**src/rtl/rx_demux_if.sv**
```systemverilog
// rx_demux_if: byte-in / word-out bus of the rx frame demultiplexer.
//   rdata, rempty, rinc : rx FIFO read port (first-word-fall-through)
//   out_data, out_valid, out_ready : per-channel word delivery, one-hot valid
//   err, err_cnt : framing error pulse and saturating error count
// Modports: master = demux side, slave = FIFO/consumer side.
interface rx_demux_if #(
    parameter int unsigned ERR_CNT_W = 8
) ();
    logic [7:0]           rdata;
    logic                 rempty;
    logic                 rinc;
    logic [15:0]          out_data;
    logic [3:0]           out_valid;
    logic [3:0]           out_ready;
    logic                 err;
    logic [ERR_CNT_W-1:0] err_cnt;

    modport master (
        input  rdata, rempty, out_ready,
        output rinc, out_data, out_valid, err, err_cnt
    );

    modport slave (
        output rdata, rempty, out_ready,
        input  rinc, out_data, out_valid, err, err_cnt
    );
endinterface

```
**src/rtl/rx_demux.sv**
```systemverilog
// rx_demux: pops bytes from the rx FIFO, parses 3-byte frames {header, MSB, LSB}
// and presents the 16-bit word {MSB, LSB} on the channel chosen by header[1:0].
// Headers outside 8'h00..8'h03 are popped one at a time and counted as errors.
// Ports:
//   clk  : system clock, posedge
//   rst  : synchronous reset, active high
//   bus  : rx_demux_if.master (FIFO read port, channel outputs, error reporting)
// Optional feature: define RX_DEMUX_TIMEOUT_EN to abort a frame when the FIFO
// stays empty for TIMEOUT_CYCLES cycles in a MSB/LSB wait state.
module rx_demux #(
    parameter int unsigned TIMEOUT_CYCLES = 1024,
    parameter int unsigned ERR_CNT_W      = 8
) (
    input  logic          clk,
    input  logic          rst,
    rx_demux_if.master    bus
);

    if (TIMEOUT_CYCLES == 0) begin : g_bad_timeout
        $error("rx_demux: TIMEOUT_CYCLES must be non-zero");
    end

    typedef enum logic [2:0] {
        StIdle,
        StHdrPop,
        StMsbWait,
        StMsbPop,
        StLsbWait,
        StLsbPop,
        StDeliver
    } state_t;

    state_t               state_q;
    logic [7:0]           hdr_q;
    logic [7:0]           msb_q;
    logic [7:0]           lsb_q;
    logic [15:0]          out_data_q;
    logic [3:0]           out_valid_q;
    logic                 err_q;
    logic [ERR_CNT_W-1:0] err_cnt_q;
    logic [ERR_CNT_W-1:0] err_cnt_inc;

`ifdef RX_DEMUX_TIMEOUT_EN
    localparam int unsigned TcntW = $clog2(TIMEOUT_CYCLES + 1);
    localparam logic [TcntW-1:0] TcntLast = TcntW'(TIMEOUT_CYCLES - 1);
    logic [TcntW-1:0] tcnt_q;
`endif

    // Saturating increment: the count sticks at all-ones, the err pulse does not.
    always_comb begin
        err_cnt_inc = err_cnt_q;
        if (err_cnt_q != '1) begin
            err_cnt_inc = err_cnt_q + 1'b1;
        end
    end

    always_ff @(posedge clk) begin
        if (rst) begin
            state_q     <= StIdle;
            hdr_q       <= 8'h00;
            msb_q       <= 8'h00;
            lsb_q       <= 8'h00;
            out_data_q  <= 16'h0000;
            out_valid_q <= 4'h0;
            err_q       <= 1'b0;
            err_cnt_q   <= '0;
`ifdef RX_DEMUX_TIMEOUT_EN
            tcnt_q      <= '0;
`endif
        end else begin
            err_q <= 1'b0;
            unique case (state_q)
                StIdle: begin
                    if (!bus.rempty) begin
                        hdr_q   <= bus.rdata;
                        state_q <= StHdrPop;
                    end
                end
                StHdrPop: begin
                    if (hdr_q[7:2] == 6'd0) begin
                        state_q <= StMsbWait;
`ifdef RX_DEMUX_TIMEOUT_EN
                        tcnt_q  <= '0;
`endif
                    end else begin
                        err_q     <= 1'b1;
                        err_cnt_q <= err_cnt_inc;
                        state_q   <= StIdle;
                    end
                end
                StMsbWait: begin
                    if (!bus.rempty) begin
                        msb_q   <= bus.rdata;
                        state_q <= StMsbPop;
`ifdef RX_DEMUX_TIMEOUT_EN
                    end else if (tcnt_q == TcntLast) begin
                        err_q     <= 1'b1;
                        err_cnt_q <= err_cnt_inc;
                        state_q   <= StIdle;
                    end else begin
                        tcnt_q <= tcnt_q + 1'b1;
`endif
                    end
                end
                StMsbPop: begin
                    state_q <= StLsbWait;
`ifdef RX_DEMUX_TIMEOUT_EN
                    tcnt_q  <= '0;
`endif
                end
                StLsbWait: begin
                    if (!bus.rempty) begin
                        lsb_q   <= bus.rdata;
                        state_q <= StLsbPop;
`ifdef RX_DEMUX_TIMEOUT_EN
                    end else if (tcnt_q == TcntLast) begin
                        err_q     <= 1'b1;
                        err_cnt_q <= err_cnt_inc;
                        state_q   <= StIdle;
                    end else begin
                        tcnt_q <= tcnt_q + 1'b1;
`endif
                    end
                end
                StLsbPop: begin
                    out_data_q  <= {msb_q, lsb_q};
                    out_valid_q <= 4'b0001 << hdr_q[1:0];
                    state_q     <= StDeliver;
                end
                StDeliver: begin
                    // Only the selected channel's ready can complete delivery.
                    if (bus.out_ready[hdr_q[1:0]]) begin
                        out_valid_q <= 4'h0;
                        state_q     <= StIdle;
                    end
                end
                default: state_q <= StIdle;
            endcase
        end
    end

    // Pop only in the cycle after the head byte was captured; never during reset.
    assign bus.rinc      = !rst && ((state_q == StHdrPop) || (state_q == StMsbPop) ||
                                    (state_q == StLsbPop));
    assign bus.out_data  = out_data_q;
    assign bus.out_valid = out_valid_q;
    assign bus.err       = err_q;
    assign bus.err_cnt   = err_cnt_q;

endmodule

```
**src/flat_wrapper.sv**
```systemverilog
// flat-port wrapper written by rule: the top's interface ports become plain ports
module rx_demux_flat 
#(
    parameter int unsigned TIMEOUT_CYCLES = 1024,
    parameter int unsigned ERR_CNT_W      = 8
)
  (clk, rst, bus_rdata, bus_rempty, bus_out_ready, bus_rinc, bus_out_data, bus_out_valid, bus_err, bus_err_cnt);
  rx_demux_if #(.ERR_CNT_W(ERR_CNT_W)) bus_i ();
  input  logic clk;
  input  logic rst;
  input wire logic [$bits(bus_i.rdata)-1:0] bus_rdata;
  input wire logic [$bits(bus_i.rempty)-1:0] bus_rempty;
  input wire logic [$bits(bus_i.out_ready)-1:0] bus_out_ready;
  output wire logic [$bits(bus_i.rinc)-1:0] bus_rinc;
  output wire logic [$bits(bus_i.out_data)-1:0] bus_out_data;
  output wire logic [$bits(bus_i.out_valid)-1:0] bus_out_valid;
  output wire logic [$bits(bus_i.err)-1:0] bus_err;
  output wire logic [$bits(bus_i.err_cnt)-1:0] bus_err_cnt;
  assign bus_i.rdata = bus_rdata;
  assign bus_i.rempty = bus_rempty;
  assign bus_i.out_ready = bus_out_ready;
  assign bus_rinc = bus_i.rinc;
  assign bus_out_data = bus_i.out_data;
  assign bus_out_valid = bus_i.out_valid;
  assign bus_err = bus_i.err;
  assign bus_err_cnt = bus_i.err_cnt;
  rx_demux #(.TIMEOUT_CYCLES(TIMEOUT_CYCLES), .ERR_CNT_W(ERR_CNT_W)) u_core (.clk(clk), .rst(rst), .bus(bus_i));
endmodule
```
**config.mk**
```make
export PLATFORM = sky130hd
export DESIGN_NAME = rx_demux_flat
export DESIGN_NICKNAME = d
export VERILOG_FILES = /design/src/rtl/rx_demux_if.sv /design/src/rtl/rx_demux.sv /design/src/flat_wrapper.sv
export SDC_FILE = /design/constraint.sdc
export NUM_CORES = 1
export LEC_CHECK = 0
export ABC_AREA = 1
export BUFFER_PORTS_ARGS = -buffer_cell sky130_fd_sc_hd__buf_2
export CAP_MARGIN = 10
export CORE_MARGIN = 5
export CORE_UTILIZATION = 48
export DETAILED_ROUTE_END_ITERATION = 16
export GPL_TIMING_DRIVEN = 1
export MAX_ROUTING_LAYER = met4
export PLACE_DENSITY = 0.79
export SLEW_MARGIN = 5
export SYNTH_ARGS = -nofsm -noshare
export SYNTH_HDL_FRONTEND = slang
export SYNTH_SLANG_ARGS = --single-unit
```
**constraint.sdc**
```tcl
create_clock -name clk -period 1.4 [get_ports clk]
set_clock_uncertainty 0.1 [all_clocks]
set_input_delay 0.14 -clock clk [delete_from_list [all_inputs] [get_ports clk]]
set_output_delay 0.14 -clock clk [all_outputs]
set_load 0.02 [all_outputs]
```
==> results of run 1 <==
==> sequential cells by signal, summed over array words and instances, names as in the netlist <==
register and count:
u_core.lsb_q 8, u_core.bus.err_cnt 8, u_core.msb_q 8, u_core.bus.err 1, u_core.hdr_q 8, u_core.state_q 3, u_core.bus.out_data 16, u_core.bus.out_valid 4
==> per-stage QoR <==
| step | util, % | std cells | hold slack, ns | cell area (um2) |
|---|---|---|---|---|
| floorplan | - | 302 | 0.1187 | 2223 |
| global placement | 59.30 | 405 | 0.2898 | 2618 |
| detailed placement | 59.30 | 405 | 0.2883 | 2618 |
| CTS | 66.10 | 425 | 0.0007019 | 2918 |
| global route | 68.79 | 429 | 0.01737 | 3037 |
| finish | 68.79 | 429 | 0.004363 | 3037 |
==> power by group through the flow <==
stage / Sequential, W / Combinational (W) / Clock (W)
global placement: 0.00172 / 0.000291 / 0
finish: 0.00169 / 0.000380 / 0.00120
floorplan: 0.00173 / 0.000166 / 0
global route: 0.00170 / 0.000422 / 0.00130
CTS: 0.00169 / 0.000346 / 0.00122
detailed placement: 0.00172 / 0.000297 / 0
==> cell usage after synthesis <==
master and count:
dfxtp_1 56, nor3_1 1, xor2_1 1, nor2_1 37
clkbuf_1 5, a31oi_1 1, nand2_1 52, nand3_1 25
buf_4 2, o21ai_0 35, inv_1 33, nand4_1 2
a21oi_1 43, ha_1 1, clkbuf_2 1, buf_2 4
inv_2 1, nor4_1 1, nor2_2 1
==> routing by layer <==
layer,global-route usage [%],vias to the layer above,routed length [um]
li1,-,1129,-
met1,21.74,1023,2348
met2,31.97,49,2917
met3,4.282,15,229
met4,7.432,0,131
met5,-,-,0
==> logic make-up (layout without fill, tap and decap cells) <==
logic type      count (synthesis)  after routing  share of synthesized area (%)
compound gates                 79             79                          17.91
xor+xnor                        1              1                         0.3956
fa+ha+maj                       1              1                         0.5649
buf+inv                        46            121                          8.418
flops                          56             56                          50.62
simple gates                  119            119                          22.09
==> path summary, 6_finish.rpt <==
kind,startpoint,to,slack [ns],cells after the start
max reg2reg,u_core.state_q[1]$_SDFFE_PP0P_,u_core.bus.err_cnt[7]$_SDFFE_PP0P_,0.006,9
min reg2reg,u_core.hdr_q[5]$_SDFFE_PP0P_,u_core.hdr_q[5]$_SDFFE_PP0P_,0.35,2
min,bus_rdata[3],u_core.msb_q[3]$_SDFFE_PP0P_,0.004,3
max,u_core.state_q[1]$_SDFFE_PP0P_,u_core.bus.err_cnt[7]$_SDFFE_PP0P_,0.006,9
==> critical path, delay by kind of cell, from the launching register on <==
family / cells / cell delay [ns]
buffers and inverters: 4 / 0.42
and+or+nand+nor: 4 / 0.37
DFF: 1 / 0.34
AOI/OAI and AO/OA: 1 / 0.06
==> final cells by class <==
type | instances | area (um2)
Tap cell | 52 | 65.06
Clock buffer | 5 | 68.82
Fill cell | 332 | 1378
Sequential cell | 56 | 1145
Multi-Input combinational cell | 200 | 1021
Timing Repair Buffer | 80 | 544.3
Inverter | 34 | 132.6
Clock inverter | 2 | 60.06
==> timing repair <==
item / 4_1_cts / 5_1_grt
setup endpoints to repair: 7 / 41
resized for setup: 18 / 32
endpoints found under the hold margin: 6 / 0
setup buffers: 7 / 4
hold buffers: 6 / 0
pin swaps: 3 / 7
==> metrics, run 1 <==
Critical Path Max Stage Delay 0.34 ns; Clk Latency, worst-skew pair 0.30 ns; Core Area 4414 um2; Yosys reg bits 56; Logic pwr share 11.6%; TritonCTS clock tree built; largest fanout on the critical path 5; vias per cell 5.166; Rel. slew slack 79.39%; worst hold path type in2reg; kind of critical path reg2reg; Total Routing Usage GR 18.95%; RSZ-0062 raised after global routing yes; Post-Syn Instances 302; status finished, final reports clean; Worst Max-Slew Pin Slew 0.3063 ns; wire per inst roughly 13 um; DRC 0; Chip Height 77.93 um; Placement Setup Slack -0.01634 ns; post-synthesis sequential area ratio between 50% and 60%; global route total overflow 0; io pins 45; pwr dens 1075 nW/um2; critical path startpoint category flop; P_sw 0.0007510 W; initial antenna violation count 0; antenna cells 0; Area Growth Syn to Fin 37.12%; Die Area around 6100 um2; Slew Viols, Final 0; Switching Share 23.00%; Inserted Clock Buffers 5; CP Capture Type flop; Initial Util 50.17%; most frequent CP cell buf_4; most frequent cells in the layout dfxtp_1, nand2_1, buf_2, a21oi_1; final total power 0.003265 W; max frequency 0.7176 GHz; slowest library cell on the worst path dfxtp_2; crit-path cells buf_4 > inv_2 > nand2_4 > nor2_4 > buf_4 > buf_4 > nand3_4 > nand2_1 > a21oi_2; post-synth top area share 50.62%; ranking of synthesized cells by area dfxtp_1, a21oi_1, nand2_1, o21ai_0, nor2_1; final setup TNS 0 ns; Routed Antenna Nets 0; Period minus WS final around 1.4 ns; pin count of the biggest net entering global routing 40; largest buffer count on any clock path 2; Synth Area per Inst 7.333 um2; I/O Buffers 44; layout cells sized above 1 31.30%; CP required ~1.5 ns; Worst IR Drop VDD around 0.00096 V; # clock sinks 56; Post-layout nets between 300 and 400; CTS root buf clkbuf_8; commonest non-fill, non-tap cell in the layout dfxtp_1; GP Congestion 0.8923; Worst EP arrival 1.49 ns; # setup viols final 0; clock-pin slew on the worst setup and hold paths 0.09 ns; Iteration-0 DRC Markers 90; Mapped Area 2215 um2; Tcrit/Tclk final 99.54%; std cell rows 24; Fin. Hold Viols 0; Pre-Repair DR Iteration Count 4; area leader, netlist dfxtp_1; die width 77.93 um; Netlist cell types 19; final WL around 5600 um; via count 2,216; Max Cap Violations 0; Leak 1.370 nW; Final WS setup about 0.0064 ns; Internal 0.002514 W; vias in the first global route 2,121; htree depth 2; global-route wire length before repair 9252 um; post-DP HPWL 3680 um; Clock power frac 36.7%; Synthesized Nets 318; Syn. warnings 0; Flop pwr share about half
Note: power is estimated with default switching activity, not from simulation.
==> inputs of run 2 (changes only) <==
--- a/config.mk
+++ b/config.mk
@@ -6,14 +6,13 @@
 export NUM_CORES = 1
 export LEC_CHECK = 0
 export ABC_AREA = 1
-export BUFFER_PORTS_ARGS = -buffer_cell sky130_fd_sc_hd__buf_2
-export CAP_MARGIN = 10
 export CORE_MARGIN = 5
-export CORE_UTILIZATION = 48
+export CORE_UTILIZATION = 55
 export DETAILED_ROUTE_END_ITERATION = 16
+export DONT_BUFFER_PORTS = 1
 export GPL_TIMING_DRIVEN = 1
 export MAX_ROUTING_LAYER = met4
-export PLACE_DENSITY = 0.79
+export PLACE_DENSITY = 0.75
 export SLEW_MARGIN = 5
 export SYNTH_ARGS = -nofsm -noshare
 export SYNTH_HDL_FRONTEND = slang
==> constraint.sdc (replaced) <==
create_clock -name clk -period 1.8 [get_ports clk]
set_clock_uncertainty 0.1 [all_clocks]
set_input_delay 0.18 -clock clk [delete_from_list [all_inputs] [get_ports clk]]
set_output_delay 0.18 -clock clk [all_outputs]
set_load 0.02 [all_outputs]
==> metrics, run 2 (same netlist as run 1, synthesis figures left out) <==
Total Routing Usage GR 19.98%; GP Congestion around 0.82; Critical Path Max Stage Delay between 0.4 and 0.5 ns; global-route wire length before repair 8128 um; die width 73.46 um; CP Capture Type flop; Die Area 5396 um2; pin count of the biggest net entering global routing 40; largest fanout on the critical path 16; Routed Antenna Nets 0; pwr dens 934.4 nW/um2; RSZ-0062 raised after global routing no; Area Growth Syn to Fin 14.24%; antenna cells 0; largest buffer count on any clock path 2; r2r startpoint u_core.state_q[0]$_SDFFE_PP0P_; Fin. Hold Viols 0; Largest register FFs 16; reg2reg path depth 4; layout cells sized above 1 roughly 7%; Pre-Repair DR Iteration Count 4; # setup viols final 0; Max Cap Violations 0; Period minus WS final 1.604 ns; post-DP HPWL 3276 um; Worst Max-Slew Pin Slew approximately 0.63 ns; via count 1,942; crit-path cells nor2_1 > nand3_1 > o21ai_0 > a21oi_1; worst reg-to-reg setup slack 0.20 ns; final WL 4879 um; global route total overflow 0; crit path to u_core.hdr_q[1]$_SDFFE_PP0P_; Leak 1.038 nW; wire per inst roughly 13 um; R2R Path End u_core.hdr_q[1]$_SDFFE_PP0P_; Iteration-0 DRC Markers 148; Crit. Startpoint u_core.state_q[0]$_SDFFE_PP0P_; Tcrit/Tclk final 89.12%; Core Area about 3900 um2; Rel. slew slack between 50 and 60%; max frequency between 0.6 and 0.7 GHz; # clock sinks 56; clock-pin slew on the worst setup and hold paths 0.10 ns; most frequent cells in the layout dfxtp_1, nand2_1, a21oi_1, nor2_1, o21ai_0; DRC 0; Worst IR Drop VDD 0.0007292 V; Clk Latency, worst-skew pair 0.31 ns; TritonCTS clock tree built; Post-CTS Resized 0; vias per cell 5.249; slowest library cell on the worst path nand3_1; CP required 1.89 ns; Final Util about 64%; io pins 45; CTS root buf clkbuf_8; Initial Util 56.17%; Worst EP arrival 1.69 ns; status finished, final reports clean; critical path startpoint category flop; I/O Buffers 0; vias in the first global route 1,840; htree depth 2; Layout fillers 353; commonest non-fill, non-tap cell in the layout dfxtp_1; std cell rows 23; Post-layout nets ~340; initial antenna violation count 0; worst hold path type in2reg; Slew Viols, Final 0; Inserted Clock Buffers 5; Chip Height 73.46 um; kind of critical path reg2reg; final setup TNS 0 ns
[run 2: routing by layer]
| layer | vias up | global-route usage [%] | part of all wire, % | wire (um) |
|---|---|---|---|---|
| li1 | 1013 | - | - | - |
| met1 | 889 | 23.76 | 45 | 2197 |
| met2 | 35 | 32.58 | 49 | 2412 |
| met3 | 5 | 4.925 | 4.6 | 225 |
| met4 | 0 | 7.445 | 0.90 | 44 |
| met5 | - | - | 0 | 0 |
[run 2: where the power goes]
group | internal [W] | switching [W] | total [W]
Sequential | 0.00128 | 0.0000321 | 0.00131
Combinational | 0.0000693 | 0.000124 | 0.000194
Clock | 0.000455 | 0.000400 | 0.000856
Total | 0.00181 | 0.000557 | 0.00236
[run 2: layout make-up]
cell class / count / area [um2] / area share (%)
Sequential cell: 56 / 1121 / 44.31
Tap cell: 50 / 62.56 / 2.473
Inverter: 34 / 127.6 / 5.044
Clock inverter: 2 / 38.79 / 1.533
Multi-Input combinational cell: 200 / 907.1 / 35.86
Timing Repair Buffer: 22 / 190.2 / 7.517
Clock buffer: 6 / 82.58 / 3.264
[run 2: metrics by stage]
| step | hold slack (ns) | area [um2] | setup WS [ns] | cells | total power, W |
|---|---|---|---|---|---|
| CTS | 0.05480 | 2530 | 0.1943 | 370 | 0.002388 |
| detailed placement | 0.1525 | 2308 | 0.2086 | 352 | 0.001506 |
| global placement | 0.1520 | 2308 | 0.2831 | 352 | 0.001500 |
| floorplan | 0.1587 | 2215 | 0.2789 | 302 | 0.001472 |
| global route | 0.1130 | 2530 | 0.02047 | 370 | 0.002475 |
| finish | 0.06596 | 2530 | 0.1958 | 370 | 0.002364 |
[run 2: how the worst min path moves through the flow]
| stage | from | to | cells after the start |
|---|---|---|---|
| after global placement | rst | u_core.bus.out_data[13]$_SDFFE_PP0P_ | 1 |
| after detailed placement | rst | u_core.bus.out_data[8]$_SDFFE_PP0P_ | 1 |
| final | bus_rempty | u_core.msb_q[6]$_SDFFE_PP0P_ | 3 |
| after floorplan | bus_rempty | u_core.state_q[0]$_SDFFE_PP0P_ | 1 |
| after global routing | bus_rempty | u_core.msb_q[7]$_SDFFE_PP0P_ | 3 |
| after CTS | bus_rempty | u_core.msb_q[6]$_SDFFE_PP0P_ | 3 |
[run 2: what timing repair did]
item | in CTS | in global routing
hold buffers | 10 | 0
setup endpoints to repair | 0 | 0
setup buffers | 0 | 0
endpoints found under the hold margin | 42 | 0
[run 2: worst max-delay path: cells and delay by family, from the launching register on]
kind / cells / cell delay, ns
flip-flops: 1 / 0.37
AO/OA/AOI/OAI: 2 / 0.38
AND/OR/NAND/NOR: 2 / 0.62
